--- src/rtl/count4_disp2.sv ---
// count4_disp2: two-digit multiplexed 7-segment display for a 0..15 count.
// Value is latched once per frame so neither digit ever shows a torn value.
module count4_disp2 #(
    parameter int REFRESH_DIV = 4
) (
    input  logic       clk,
    input  logic       rst,
    input  logic [3:0] count,
    input  logic       en,
    output logic [6:0] seg,
    output logic [1:0] an,
    output logic       upd
);

    localparam int DW = (REFRESH_DIV > 1) ? $clog2(REFRESH_DIV) : 1;
    localparam logic [DW-1:0] DIV_LAST = DW'(REFRESH_DIV - 1);

    logic [DW-1:0] div_q;
    logic          sel_q;
    logic [3:0]    cnt_q;
    logic [3:0]    disp_q;

    logic          div_wrap;
    logic          frame_end;
    logic [3:0]    digit;
    logic          blank;
    logic [6:0]    code;

    always_comb begin
        div_wrap  = (div_q == DIV_LAST);
        frame_end = div_wrap & sel_q;
    end

    // tens digit can only ever be "1" or blank for a 4-bit value
    always_comb begin
        digit = 4'd0;
        blank = 1'b0;
        unique case (1'b1)
            sel_q: begin
                digit = 4'd1;
                blank = (disp_q < 4'd10);
            end
            !sel_q: begin
                digit = (disp_q >= 4'd10) ? disp_q - 4'd10 : disp_q;
            end
            default: ;
        endcase
    end

    always_comb begin
        code = 7'h00;
        case (digit)
            4'd0:    code = 7'h7E;
            4'd1:    code = 7'h30;
            4'd2:    code = 7'h6D;
            4'd3:    code = 7'h79;
            4'd4:    code = 7'h33;
            4'd5:    code = 7'h5B;
            4'd6:    code = 7'h5F;
            4'd7:    code = 7'h70;
            4'd8:    code = 7'h7F;
            4'd9:    code = 7'h7B;
            default: code = 7'h00;
        endcase
        if (blank) begin
            code = 7'h00;
        end
    end

    always_ff @(posedge clk) begin
        if (!rst) begin
            div_q  <= '0;
            sel_q  <= 1'b0;
            cnt_q  <= 4'd0;
            disp_q <= 4'd0;
            upd    <= 1'b0;
            an     <= 2'b00;
            seg    <= 7'h00;
        end else begin
            cnt_q <= count;
            if (div_wrap) begin
                div_q <= '0;
                sel_q <= ~sel_q;
            end else begin
                div_q <= div_q + 1'b1;
            end
            if (frame_end) begin
                disp_q <= cnt_q;
            end
            upd <= frame_end && (cnt_q != disp_q);
            // timing keeps running while blanked; only the drive is gated
            an  <= en ? (sel_q ? 2'b10 : 2'b01) : 2'b00;
            seg <= en ? code : 7'h00;
        end
    end

endmodule

--- config.mk ---
export PLATFORM = sky130hd
export DESIGN_NAME = count4_disp2
export DESIGN_NICKNAME = d
export VERILOG_FILES = /design/src/rtl/count4_disp2.sv
export SDC_FILE = /design/constraint.sdc
export NUM_CORES = 1
export LEC_CHECK = 0
export CAP_MARGIN = 20
export CORE_MARGIN = 2
export CORE_UTILIZATION = 35
export DETAILED_ROUTE_END_ITERATION = 8
export GPL_ROUTABILITY_DRIVEN = 1
export PLACE_DENSITY_LB_ADDON = 0.1
export SETUP_SLACK_MARGIN = 0.15
export SKIP_CTS_REPAIR_TIMING = 1
export SLEW_MARGIN = 10
export SYNTH_ARGS = -nofsm -noshare
export SYNTH_HDL_FRONTEND = slang
export SYNTH_SLANG_ARGS = --single-unit
--- constraint.sdc ---
create_clock -name clk -period 1.6 [get_ports clk]
set_input_delay 0.32 -clock clk [delete_from_list [all_inputs] [get_ports clk]]
set_output_delay 0.32 -clock clk [all_outputs]
set_load 0.02 [all_outputs]
# Word-level counts from Yosys, hierarchy flattened
# Memories as Yosys holds them, arrays and structs flattened. A register that Yosys moved wholly into a read port is not among the register bits.
# Index checks and enable logic that the tools add are counted.
dict set report op_classes {
  n_addsub 2
  n_lt_le_gt_ge 2
  n_eq_ne 2
  mux 4
  n_bitwise 4
  n_reduce_logical 5
}
# op count
set op_table {}
lappend op_table {{4-bit one-hot mux with 2 select lines} 1}
lappend op_table {{4-bit >= comparator (second input constant)} 1}
lappend op_table {{4-bit < comparator (second input constant)} 1}
lappend op_table {{4-bit two-way mux} 1}
lappend op_table {{4-bit inequality test} 1}
lappend op_table {{4-bit subtractor (second input constant)} 1}
lappend op_table {{1-bit inverter} 3}
lappend op_table {{3-bit OR reduction} 1}
lappend op_table {{2-bit by 1-bit adder with 2-bit output (second input constant)} 1}
lappend op_table {{2-bit == test (second input constant)} 1}
lappend op_table {{2-bit two-way mux} 1}
lappend op_table {{2-bit AND reduction} 1}
lappend op_table {{2-bit OR reduction} 1}
lappend op_table {{1-bit bitwise AND} 1}
lappend op_table {{1-bit logical AND} 1}
lappend op_table {{1-bit logical NOT} 1}
lappend op_table {{1-bit two-way mux} 1}
dict set report word_totals {
  regBits 14
  rom_bits 112
  word_cells 26
  n_memories 1
}
# name depth width rd rd_ports_with_merged_regs wr line
set mem_list {}
lappend mem_list {{(no name shown)} 16 7 1 1 0 52} ;# case (digit)

# Logic depth before layout (Yosys ltp)
dict set report depth {
  depth_word 3
  ltp_mapped 9
  ltp_nobuf 8
}

# Worst setup path before layout
# OpenSTA, ideal clock, no wires.
dict set report synth_timing {
  path_kind {flip-flop to flip-flop}
  from {reg disp_q[1]}
  to {reg seg[4]}
  setup_ns 0.070
  arrival_time_ns 1.456
  required_ns 1.530
  slack_ns 0.074
  path_stages_with_launch 8
  cell_sequence {dfxtp_1 > buf_4 > inv_1 > ha_1 > a21oi_2 > nand2_2 > a21o_1 > a21oi_1}
}
dict set report synth_via {
  elab_chain_cells 3
  elab_cells_between_ends 7
  cone_classes {add/sub: 1; order compare: 2; mux: 3; reduce/logical: 1}
}
# element line
set synth_rtl {}
lappend synth_rtl {{from (decl)} 21} ;# logic [3:0] disp_q;
lappend synth_rtl {{from (signal assigned)} 88} ;# disp_q <= cnt_q;
lappend synth_rtl {{4-bit subtractor, or another cell as far along} 44} ;# digit = (disp_q >= 4'd10) ? disp_q - 4'd10 : disp_q;
lappend synth_rtl {{4-bit two-way mux / 1-bit two-way mux (equally long branches)} {44, 38}}
lappend synth_rtl {{4-bit one-hot mux with 2 select lines / 3-bit OR reduction (equally long branches)} -}
lappend synth_rtl {{to (decl)} 10} ;# output logic [6:0] seg,
# Parallel ways exist; a longest one is shown, timed or not.
# A chain may end at the register's enable or synchronous reset.

# Worst setup path after layout
dict set report layout_timing {
  from {reg disp_q[1]}
  to {reg seg[3]}
}
# Same word-level chain as after synthesis.

==> flow_summary.yaml <==
setup_path:
  cp_slowest_cell: "dfxtp_2"
  worstPathRequired_ns: 1.80
  cp_common_cell: "nand3_2"
  rrSetupSlack_ns: 0.15
  reg2reg_depth: 7
  cp_max_fo: 4
  r2r-end: "seg[3]$_SDFF_PP0_"
  crit_chain: "inv_2 > nand3_2 > a21o_4 > ha_4 > nand3_2 > a31oi_1 > nor2_1"
  setup.worst_path.start_class: "register"
  r2r-start: "disp_q[1]$_SDFFE_PN0P_"
  slowest_delay_ns: 0.36
  cp.arrival_ns: 1.65
  worst-setup-path-type: "register to register"
  endpoint_kind: "register"
outcome:
  violations: "design-rule violations"
  outcome: "finished, violations left"
drt:
  antenna_left: 0
  drtPass1Iterations: 6
  num_vias: 857
  wl_per_cell_um: 12.94
  vias_per_cell: 5.132
  drc_errors: 3
  drt-initial-drc-count: 32
  wirelength_um: 2161
logic_synthesis:
  synth_top_family_by_area: "compound AO/OA/AOI/OAI gates"
  synth_xor_area_share_pct: 4.197
  synth_top_area_share_pct: 40.29
  synth_most_common_cell: "dfxtp_1"
  netlist_top_cells_count: "dfxtp_1 (21), nand2_1 (9), ha_1 (8), nand3_1 (8)"
  syn_nets: 129
  synth.area.mux_share_pct: 0.9592
  synth_fa_ha_area_share_pct: 9.592
  netlist_top_cells_area: "dfxtp_1 (40%), ha_1 (9.6%), nand3_1 (3.8%), a21o_1 (3.6%), xnor2_1 (3.4%)"
  yosysWarnings: 0
  avgSynthCellArea_um2: 9.154
  synth_seq_area_share_pct: 40.29
  yosys_most_used_dff: "dfxtp_1"
  synth_simple_gate_area_share_pct: 18.71
  netlist_instances: 114
  synth_area_mm2: 0.001044
  synthDistinctLibCells: 34
  ys_ff_latch: 21
  synth_edf_count: 0
  synth_compound_area_share_pct: 19.66
  async_flop_share_pct: 0
  yosysTopAreaCell: "dfxtp_1"
clock_tree:
  clock_path_buffers: 2
  cts_buffers: 3
  clk_latency_ns: 0.30
  cts_tree: "built"
  cts.clk_slew.worst_paths_ns: 0.13
  htreeDepth: 1
  cts_root_buf: "clkbuf_4"
  clkSinkCount: 21
placement:
  dp.final_hpwl_um: 1540
  pre_cts_ws_ns: 0.09296
  io_buffers: 16
  placed_cell_area_mm2: 0.001254
  routabilityCongestion: 0.8025
worst_hold_path:
  min-delay-start: "div_q[0]$_SDFF_PP0_"
  hold_depth: 1
  hp-class: "register to register"
  hold_end: "div_q[0]$_SDFF_PP0_"
grt:
  grt_overflow: 0
  antenna_found_initial: 0
  grt_pass1_vias: 801
  grt_max_degree: 14
  grt_pass1_wl_um: 3353
  grt_usage_pct: 12.99
final_layout:
  nNetsFinal: 152
  drive_gt1_share_pct: 22.79
  design_area_mm2: 0.001383
  post-route-util_pct: 49.29
  insertedDiodeCount: 0
  syn_to_final_growth_pct: 32.49
sta:
  slew_headroom_pct: 80.21
  rsz0062_at_grt: "yes"
  min_period_over_period_pct: 90.42
  tightest_slew_ns: 0.2969
  setup_viol: 0
  fin_skew_ns: 0.004518
  period_minus_slack_ns: 1.447
  fin_setup_tns_ns: 0
  max_freq_mhz: 691.2
  worst_slack_ns: 0.1533
  maxSlewViolCount: 0
  hold_violations: 0
power:
  max-vdd-ir-drop_mv: 0.4985
  power_density_mw_per_mm2: 706.9
  leakage_uw: 0.0007068
floorplanning:
  num_io_pins: 17
  start_util_pct: 37.20
  fp.coreArea_mm2: 0.002805
  die-area_mm2: 0.003434
  die_h_um: 58.60
  die_width_um: 58.60
  row_count: 19
flow_run:
  drv_cap: 0
## worst max-delay path, delay by kind of cell, from the launching register on
| kind | cells | cell delay (ns) |
|---|---|---|
| AND/OR/NAND/NOR | 3 | 0.20 |
| buffers and inverters | 1 | 0.08 |
| AO/OA/AOI/OAI | 2 | 0.43 |
| adder cells (fa/ha/maj) | 1 | 0.27 |
| flip-flops | 1 | 0.36 |
## registers in the layout, indices dropped and copies added (netlist names)
register / cells
an: 2
seg: 7
cnt_q: 4
upd: 1
sel_q: 1
div_q: 2
disp_q: 4
## kinds of logic (layout without fill, tap and decap cells)
kind of cell | count (synthesis) | count (layout)
AND/OR/NAND/NOR | 38 | 38
AO/OA/AOI/OAI | 30 | 30
flip-flops | 21 | 21
buffers and inverters | 11 | 33
adder cells (fa/ha/maj) | 8 | 8
XOR/XNOR | 5 | 5
multiplexers | 1 | 1
## worst max-delay path by stage
stage / from / to / slack (ns) / depth (start not counted)
6_report: disp_q[1]$_SDFFE_PN0P_ / seg[3]$_SDFF_PP0_ / 0.15 / 7
5_1_grt: disp_q[1]$_SDFFE_PN0P_ / seg[3]$_SDFF_PP0_ / 0.09 / 7
4_1_cts: seg[0]$_SDFF_PP0_ / seg[0] / 0.02 / 1
3_5_place_dp: rst / seg[2]$_SDFF_PP0_ / 0.09 / 5
3_3_place_gp: rst / seg[2]$_SDFF_PP0_ / 0.08 / 5
2_1_floorplan: disp_q[3]$_SDFFE_PN0P_ / seg[3]$_SDFF_PP0_ / 0.18 / 7
## cell usage in the layout (no fill, tap or decap), types with 2 or more instances in the layout
master	synthesis	final
dfxtp_1	21	18
a31oi_1	2	2
dlymetal6s2s_1	0	10
ha_4	0	2
buf_4	1	9
ha_1	8	6
inv_2	1	2
o21a_1	3	3
a21oi_2	1	2
nand3_1	8	6
o21ai_1	5	5
xnor2_1	4	4
clkdlybuf4s50_1	0	6
nor2_1	6	6
inv_1	3	2
nand3_2	0	2
a21oi_1	6	4
and2_1	5	5
clkbuf_4	0	3
dfxtp_2	0	2
a21o_1	5	4
a21boi_0	4	4
and3_1	2	2
nand2_1	9	9
## per-layer routing
metal | wire, µm | global-route usage, % | up-vias
li1 | - | - | 434
met1 | 929 | 14.93 | 406
met2 | 1139 | 22.47 | 15
met3 | 74 | 2.637 | 2
met4 | 17 | 7.143 | 0
met5 | 0 | 0 | -
## metrics by stage
| stage | cells | hold slack, ns | total power [µW] |
|---|---|---|---|
| floorplan | 114 | 0.4033 | 662.2 |
| global placement | 161 | 0.4118 | 722.6 |
| detailed placement | 161 | 0.4190 | 723.6 |
| CTS | 165 | 0.4371 | 989.9 |
| global route | 167 | 0.4529 | 1036 |
| finish | 167 | 0.4332 | 977.3 |
## power by group
part | internal, µW | total, µW | switching [µW] | leakage [µW]
logic | 76.2 | 152 | 75.4 | 0.000515
registers | 550 | 565 | 14.8 | 0.000175
clock network | 93.1 | 261 | 168 | 0.0000177
## area by class of cell
cell class              instances  area, µm²
repair buffers                 25      252.7
multi-input cells              82      621.8
well taps                      31      38.79
inverters                       4      15.01
flip-flops and latches         21      426.7
clock inverters                 1      5.005
clock buffers                   3      22.52
fillers                       268       1423
Note: power is estimated with default switching activity, not from simulation.
